<file path="src/rtl/dsm_feeder_pkg.sv">
// Shared types for the PCM feeder: sample width, feeder states and the
// symmetric clamp applied before samples reach the modulator.
package dsm_feeder_pkg;

   localparam int unsigned PCM_QUANT = 16;

   typedef logic signed [PCM_QUANT-1:0] pcm_t;

   typedef enum logic [1:0] {
      FEED_IDLE = 2'd0,
      FEED_UP   = 2'd1,
      FEED_RUN  = 2'd2,
      FEED_DOWN = 2'd3
   } feed_state_e;

   localparam pcm_t PCM_MIN     = {1'b1, {(PCM_QUANT-1){1'b0}}};
   localparam pcm_t PCM_SYM_MIN = {1'b1, {(PCM_QUANT-2){1'b0}}, 1'b1};

   // Modulator feedback is symmetric, so the most negative code is not usable.
   function automatic pcm_t sym_clamp(input pcm_t x);
      return (x == PCM_MIN) ? PCM_SYM_MIN : x;
   endfunction

endpackage

</file>
<file path="src/rtl/dsm_feeder_fifo.sv">
// Small sample FIFO with synchronous flush; flush wins over push and pop.
module pcm_fifo #(
   parameter int unsigned WIDTH = 16,
   parameter int unsigned DEPTH = 4
) (
   input  logic             clk,
   input  logic             rst,
   input  logic             flush,
   input  logic             push,
   input  logic [WIDTH-1:0] din,
   input  logic             pop,
   output logic [WIDTH-1:0] dout,
   output logic             full,
   output logic             empty
);

   localparam int unsigned AW = (DEPTH > 1) ? $clog2(DEPTH) : 1;
   localparam int unsigned CW = $clog2(DEPTH + 1);

   logic [WIDTH-1:0] mem [DEPTH];
   logic [AW-1:0]    wptr;
   logic [AW-1:0]    rptr;
   logic [CW-1:0]    count;
   logic             do_push;
   logic             do_pop;

   assign full    = (count == CW'(DEPTH));
   assign empty   = (count == '0);
   assign do_push = push && !full;
   assign do_pop  = pop && !empty;
   assign dout    = mem[rptr];

   always_ff @(posedge clk) begin
      if (rst || flush) begin
         wptr  <= '0;
         rptr  <= '0;
         count <= '0;
      end else begin
         if (do_push) wptr <= wptr + AW'(1);
         if (do_pop)  rptr <= rptr + AW'(1);
         count <= count + CW'(do_push) - CW'(do_pop);
      end
   end

   always_ff @(posedge clk) begin
      if (do_push && !flush) mem[wptr] <= din;
   end

endmodule

</file>
<file path="src/rtl/dsm_feeder.sv">
// Sample-rate scheduler in front of the modulator: buffers PCM, releases one
// sample per OSR clocks and applies a linear gain ramp on start and stop.
module dsm_feeder
   import dsm_feeder_pkg::*;
#(
   parameter int unsigned OSR        = 64,
   parameter int unsigned LOG2_OSR   = 6,
   parameter int unsigned FIFO_DEPTH = 4,
   parameter int unsigned GAIN_BITS  = 8
) (
   input  logic                        clk,
   input  logic                        rst,
   input  logic                        en,
   input  logic signed [PCM_QUANT-1:0] in_data,
   input  logic                        in_valid,
   output logic                        in_ready,
   output logic signed [PCM_QUANT-1:0] pcm_out,
   output logic                        tick,
   output logic                        busy,
   output logic                        underrun
);

   localparam int unsigned GW = GAIN_BITS + 1;
   localparam int unsigned PW = PCM_QUANT + GAIN_BITS + 1;
   localparam logic [GW-1:0] GAIN_MAX = {1'b1, {GAIN_BITS{1'b0}}};

   feed_state_e          state;
   feed_state_e          state_nxt;
   logic [LOG2_OSR-1:0]  cnt;
   logic [LOG2_OSR-1:0]  cnt_nxt;
   logic [GW-1:0]        gain;
   logic [GW-1:0]        gain_nxt;
   pcm_t                 cur;
   pcm_t                 cur_nxt;
   logic                 pop_c;
   logic                 flush_c;
   logic                 underrun_nxt;
   logic                 push_c;
   logic                 full;
   logic                 empty;
   pcm_t                 fifo_dout;
   logic signed [PW-1:0] prod_c;
   logic signed [PW-1:0] scaled_c;
   pcm_t                 level_c;

   assign in_ready = !full && !rst;
   assign push_c   = in_valid && in_ready;
   assign cnt_nxt  = cnt + LOG2_OSR'(1);

   pcm_fifo #(
      .WIDTH (PCM_QUANT),
      .DEPTH (FIFO_DEPTH)
   ) u_fifo (
      .clk   (clk),
      .rst   (rst),
      .flush (flush_c),
      .push  (push_c),
      .din   (in_data),
      .pop   (pop_c),
      .dout  (fifo_dout),
      .full  (full),
      .empty (empty)
   );

   // Gain scaling: floor(cur * gain / GAIN_MAX), then symmetric clamp.
   always_comb begin
      prod_c   = PW'(cur) * PW'($signed({1'b0, gain}));
      scaled_c = prod_c >>> GAIN_BITS;
      level_c  = sym_clamp(PCM_QUANT'(scaled_c));
   end

   always_comb begin
      state_nxt    = state;
      gain_nxt     = gain;
      cur_nxt      = cur;
      pop_c        = 1'b0;
      flush_c      = 1'b0;
      underrun_nxt = 1'b0;

      if (state != FEED_IDLE && tick) begin
         if (!empty) begin
            pop_c   = 1'b1;
            cur_nxt = fifo_dout;
         end else begin
            underrun_nxt = 1'b1;
         end
      end

      unique case (state)
         FEED_IDLE: begin
            gain_nxt = '0;
            cur_nxt  = '0;
            if (en) state_nxt = FEED_UP;
         end
         FEED_UP: begin
            if (!en) begin
               state_nxt = FEED_DOWN;
            end else if (tick) begin
               gain_nxt = gain + GW'(1);
               if (gain_nxt == GAIN_MAX) state_nxt = FEED_RUN;
            end
         end
         FEED_RUN: begin
            gain_nxt = GAIN_MAX;
            if (!en) state_nxt = FEED_DOWN;
         end
         FEED_DOWN: begin
            if (en) begin
               state_nxt = FEED_UP;
            end else begin
               if (tick && gain != '0) gain_nxt = gain - GW'(1);
               // Reaching silence returns to idle with nothing stale left queued.
               if (gain_nxt == '0) begin
                  state_nxt = FEED_IDLE;
                  flush_c   = 1'b1;
                  cur_nxt   = '0;
               end
            end
         end
         default: state_nxt = FEED_IDLE;
      endcase
   end

   always_ff @(posedge clk) begin
      if (rst) begin
         state    <= FEED_IDLE;
         cnt      <= '0;
         gain     <= '0;
         cur      <= '0;
         tick     <= 1'b0;
         busy     <= 1'b0;
         underrun <= 1'b0;
         pcm_out  <= '0;
      end else begin
         state    <= state_nxt;
         cnt      <= cnt_nxt;
         gain     <= gain_nxt;
         cur      <= cur_nxt;
         tick     <= (cnt_nxt == LOG2_OSR'(OSR - 1));
         busy     <= (state_nxt != FEED_IDLE);
         underrun <= underrun_nxt;
         pcm_out  <= level_c;
      end
   end

endmodule
</file>
<file path="config.mk">
export PLATFORM = sky130hd
export DESIGN_NAME = dsm_feeder
export DESIGN_NICKNAME = d
export VERILOG_FILES = /design/src/rtl/dsm_feeder_pkg.sv /design/src/rtl/dsm_feeder_fifo.sv /design/src/rtl/dsm_feeder.sv
export SDC_FILE = /design/constraint.sdc
export NUM_CORES = 1
export LEC_CHECK = 0
export ABC_AREA = 1
export BUFFER_PORTS_ARGS = -buffer_cell sky130_fd_sc_hd__buf_2
export CORE_MARGIN = 1.5
export CORE_UTILIZATION = 25
export DETAILED_ROUTE_END_ITERATION = 10
export GPL_TIMING_DRIVEN = 1
export HOLD_SLACK_MARGIN = 0.05
export PLACE_DENSITY = 0.5
export SLEW_MARGIN = 10
export SYNTH_ARGS = -nofsm -noshare
export SYNTH_HDL_FRONTEND = slang
export SYNTH_SLANG_ARGS = --single-unit
</file>
<file path="constraint.sdc">
create_clock -name clk -period 7.25 [get_ports clk]
set_clock_uncertainty 0.1 [all_clocks]
set_input_delay 0.3625 -clock clk [delete_from_list [all_inputs] [get_ports clk]]
set_output_delay 0.3625 -clock clk [all_outputs]
set_load 0.02 [all_outputs]
</file>
==> impl_table.tex <==
\begin{tabular}{lr}
\hline
Metric & Value \\
\hline
\multicolumn{2}{l}{\textbf{Setup path}} \\
Start point of the critical path & gain[4] \\
Type of element capturing the critical path & flop \\
Worst EP required & 7460 ps \\
Number of cells on the worst reg-to-reg path & 23 \\
Endpoint of the lowest-slack register-to-register path & pcm\_out[6] \\
Timing endpoint of the critical path & pcm\_out[6] \\
Most common cell type on the critical path & sky130\_fd\_sc\_hd\_\_nand2\_1 \\
Reg2Reg Setup Slack & 1050 ps \\
Critical path buffer and inverter count & 3 \\
Critical Setup Path Class & reg2reg \\
Critical Path Start Type & flop \\
Stages on worst setup path & 23 \\
Slowest CP cell & sky130\_fd\_sc\_hd\_\_dfxtp\_1 \\
Startpoint of the lowest-slack register-to-register path & gain[4] \\
Worst Path Max Fanout & 25 \\
Crit-path max cell delay & 1030 ps \\
Family with the most delay on the worst path & adder cells \\
Arrival @ worst endpoint & 6410 ps \\
Crit path cell chain & nand2\_1 > fa\_1 > fa\_1 > inv\_1 > fa\_1 > fa\_1 > inv\_1 > fa\_1 > inv\_1 > ha\_1 > nand2\_1 > nor3\_1 > nand2\_1 > nand2\_1 > nand2\_1 > nand2\_1 > nand2\_1 > nand2\_1 > nand2\_1 > nor2\_1 > nand3\_1 > nand2\_1 > nor2\_1 \\
\multicolumn{2}{l}{\textbf{Floorplan}} \\
Die width & 213 um \\
Effective utilization at floorplan & 25.4\% \\
Row count & 76 \\
Total core area & 43300 sq um \\
I/O pin total & 40 \\
Full die area & 45300 sq um \\
Height of the chip & 213 um \\
\multicolumn{2}{l}{\textbf{Routing}} \\
DRT iter0 DRCs & 474 \\
Drt via density & 4.21 \\
Wirelength per Cell & 13.2 um \\
DRC violations left & 0 \\
Via count & 8406 \\
Met3 wire length & 1240 um \\
Routed wl met2 & 12200 um \\
DRT Pass-1 Iters & 5 \\
Sum of routed wire length over all layers & 26300 um \\
Highest routed layer & met4 \\
Routed length on met1 & 12500 um \\
Routed Antenna Nets & 0 \\
\multicolumn{2}{l}{\textbf{Clocking}} \\
Num Clock Sinks & 125 \\
CTS clock-pin slew for the worst setup and hold paths & 70 ps \\
Depth of the CTS H-tree & 4 \\
Clock latency of the later-clocked register in the worst-skew pair & 450 ps \\
Buffer type at the clock tree root & sky130\_fd\_sc\_hd\_\_clkbuf\_16 \\
Post-cts sizing count & 0 \\
Clock tree from TritonCTS & done \\
Cts bufs inserted & 17 \\
Number of buffers between clock root and the deepest sink & 2 \\
\multicolumn{2}{l}{\textbf{Yosys}} \\
Post-synthesis instance area & 11000 sq um \\
Synthesized area divided by synthesized cell count & 8.03 sq um \\
Synthesized net count & 1571 \\
Yosys cell types & 39 \\
Number of instances in the synthesized netlist & 1371 \\
Flop and latch count out of synthesis & 125 \\
Sequential area share after synthesis & 28.6\% \\
Synth warnings & 0 \\
\multicolumn{2}{l}{\textbf{Pwr}} \\
Sw Share & 30.1\% \\
Sequential fraction of design power & 39.8\% \\
Reported leakage power & 6.48 nW \\
Clock share of power & 46.9\% \\
Internal power consumption & 1.40 mW \\
Fraction of power consumed by combinational cells & 13.3\% \\
Power consumption & 2.01 mW \\
Power density relative to cell area & 160 nW/um\^{}2 \\
Power dissipated by switching net loads & 0.604 mW \\
Maximum VDD drop & 0.123 mV \\
\multicolumn{2}{l}{\textbf{Final layout}} \\
Final nets & 1597 \\
Antenna diode instance count & 0 \\
Area added between synthesis and finish & 13.9\% \\
Commonest cells after routing, fill and taps aside & sky130\_fd\_sc\_hd\_\_nand2\_1, sky130\_fd\_sc\_hd\_\_inv\_1, sky130\_fd\_sc\_hd\_\_fa\_1 \\
Number of filler cells placed in the layout & 4672 \\
Area of combinational cells with multiple inputs & 6470 sq um \\
Most common cell after layout, fill and taps aside & sky130\_fd\_sc\_hd\_\_nand2\_1 \\
Fraction of final layout cells with drive strength greater than 1 & 7.66\% \\
FF+latch area & 3140 sq um \\
\multicolumn{2}{l}{\textbf{Global routing}} \\
Largest net degree at the start of global routing & 36 \\
Global-route usage over all layers & 12.5\% \\
Wire length of the first global-routing pass & 44000 um \\
Global route overflow & 0 \\
Vias in the first global route & 8655 \\
Initial antenna violation count & 0 \\
\multicolumn{2}{l}{\textbf{STA}} \\
Final count of negative-setup-slack endpoints & 0 \\
Max Transition Viols Final & 0 \\
Min Tclk post-route & 6200 ps \\
Max frequency & 161 MHz \\
Share of the clock period used by the worst path & 85.6\% \\
Worst slew pin tran & 1060 ps \\
Hold Fails Final Rpt & 0 \\
Unrepaired setup endpoints after global routing & no \\
Slew headroom & 29.2\% \\
Sum of negative setup slack & 0 ps \\
Setup slack after layout & 1050 ps \\
\multicolumn{2}{l}{\textbf{Place}} \\
Estimated wirelength of the detail-placed design & 19500 um \\
Count of input and output buffers & 39 \\
Pre-CTS setup slack & 1040 ps \\
Routability Congestion & 0.822 \\
\multicolumn{2}{l}{\textbf{Hold path}} \\
Path category of the worst min-delay check & in2reg \\
\multicolumn{2}{l}{\textbf{Flow run}} \\
MaxCap Viol Count & 0 \\
\multicolumn{2}{l}{\textbf{Status}} \\
Status & completed \\
\hline
\end{tabular}
## layer usage
| layer | track usage, % | vias to the layer above |
|---|---|---|
| met5 | 0 | - |
| met4 | 2.91 | 0 |
| met3 | 2.78 | 23 |
| met2 | 21.2 | 159 |
| met1 | 16.0 | 4012 |
| li1 | - | 4212 |
## cells in the mapped netlist
cell	instances	area share (%)
sky130_fd_sc_hd__nor2_1	104	3.5
sky130_fd_sc_hd__nand2_2	4	0.23
sky130_fd_sc_hd__buf_6	2	0.20
sky130_fd_sc_hd__nor3_1	5	0.23
sky130_fd_sc_hd__dfxtp_1	61	11
sky130_fd_sc_hd__buf_1	10	0.34
sky130_fd_sc_hd__clkbuf_1	31	1.1
sky130_fd_sc_hd__xor2_1	18	1.4
sky130_fd_sc_hd__buf_4	1	0.068
sky130_fd_sc_hd__nand2_4	2	0.20
sky130_fd_sc_hd__o221ai_1	16	1.3
sky130_fd_sc_hd__ha_1	65	7.4
sky130_fd_sc_hd__edfxtp_1	64	17
sky130_fd_sc_hd__o32ai_1	1	0.080
sky130_fd_sc_hd__nand3b_1	6	0.41
sky130_fd_sc_hd__a21oi_4	2	0.30
sky130_fd_sc_hd__nand4_1	8	0.45
sky130_fd_sc_hd__fa_1	115	21
sky130_fd_sc_hd__o21bai_1	2	0.14
sky130_fd_sc_hd__nor2_4	2	0.20
sky130_fd_sc_hd__buf_2	8	0.36
sky130_fd_sc_hd__xnor2_1	9	0.72
sky130_fd_sc_hd__o211ai_1	15	1.0
sky130_fd_sc_hd__nand4_4	1	0.19
sky130_fd_sc_hd__o22ai_1	7	0.40
sky130_fd_sc_hd__o21ai_2	2	0.16
sky130_fd_sc_hd__nor2_2	13	0.74
sky130_fd_sc_hd__o21ai_1	3	0.14
sky130_fd_sc_hd__nor4_1	1	0.057
sky130_fd_sc_hd__o31ai_1	2	0.14
sky130_fd_sc_hd__clkinv_1	2	0.068
sky130_fd_sc_hd__and2_1	3	0.17
sky130_fd_sc_hd__mux2i_1	16	1.5
sky130_fd_sc_hd__a21oi_1	27	1.2
sky130_fd_sc_hd__o21ai_0	24	1.1
sky130_fd_sc_hd__or2_4	1	0.080
sky130_fd_sc_hd__nand2_1	365	12
sky130_fd_sc_hd__nand3_1	40	1.8
sky130_fd_sc_hd__inv_1	313	11
## power groups by stage
stage                     logic (mW)  clock network (mW)  registers, mW
after floorplan                0.206                   0          0.803
after global placement         0.260                   0          0.813
after detailed placement       0.264                   0          0.814
after CTS                      0.270               0.958          0.799
after global routing           0.300               0.987          0.803
final                          0.267               0.941          0.799
## sequential cells by signal (all words and copies together) (netlist names), named ones only
name          cells
gain              9
u_fifo.rptr       2
pcm_out          16
tick              1
underrun          1
u_fifo.wptr       2
u_fifo.count      3
u_fifo.mem       64
busy              1
cnt               6
cur              16
state             2
## worst reg2reg max path: cells and delay by family, from the launching register on
| kind | cells | cell delay (ps) |
|---|---|---|
| DFF | 1 | 1030 |
| adders and majority gates | 6 | 3020 |
| and+or+nand+nor | 14 | 1780 |
| buffers and inverters | 3 | 140 |
## layout make-up
| class | count | share of cell area (%) |
|---|---|---|
| flip-flops and latches | 125 | 25.1 |
| clock inverters | 15 | 1.62 |
| inverters | 315 | 9.43 |
| clock buffers | 17 | 3.39 |
| well taps | 585 | 5.84 |
| multi-input cells | 879 | 51.6 |
| repair buffers | 59 | 3.05 |
## stage by stage
stage | utilization (%) | hold WS, ps | area, sq um | instances
after floorplan | - | 330 | 11000 | 1371
after global placement | 27.2 | 345 | 11800 | 1948
after detailed placement | 27.2 | 357 | 11800 | 1948
after CTS | 29.0 | 55.2 | 12500 | 1994
after global routing | 29.0 | 55.0 | 12500 | 1995
final | 29.0 | 65.8 | 12500 | 1995
## timing repair
item	in CTS	in global routing
hold buffers	14	1
buffers inserted	0	0
hold endpoints to repair	53	2
## worst min-delay path by stage
stage                startpoint           endpoint  depth (start not counted)
finish              in_data[13]  u_fifo.mem[0][13]                          1
global route        in_data[13]  u_fifo.mem[0][13]                          1
CTS                 in_data[13]  u_fifo.mem[0][13]                          1
detailed placement       cnt[0]             cnt[0]                          1
global placement         cnt[0]             cnt[0]                          1
floorplan                cnt[0]             cnt[0]                          1
## cells by family (layout without fill, tap and decap cells)
kind of cell / after synthesis / count (layout) / share of synthesized area, %
AOI/OAI and AO/OA: 101 / 101 / 5.96
xor gates and xnor gates: 27 / 27 / 2.15
adders and majority gates: 180 / 180 / 28.3
buffers and inverters: 367 / 406 / 12.8
DFF: 125 / 125 / 28.6
muxes: 16 / 16 / 1.46
and+or+nand+nor: 555 / 555 / 20.8
(Power assumes the default switching activity.)
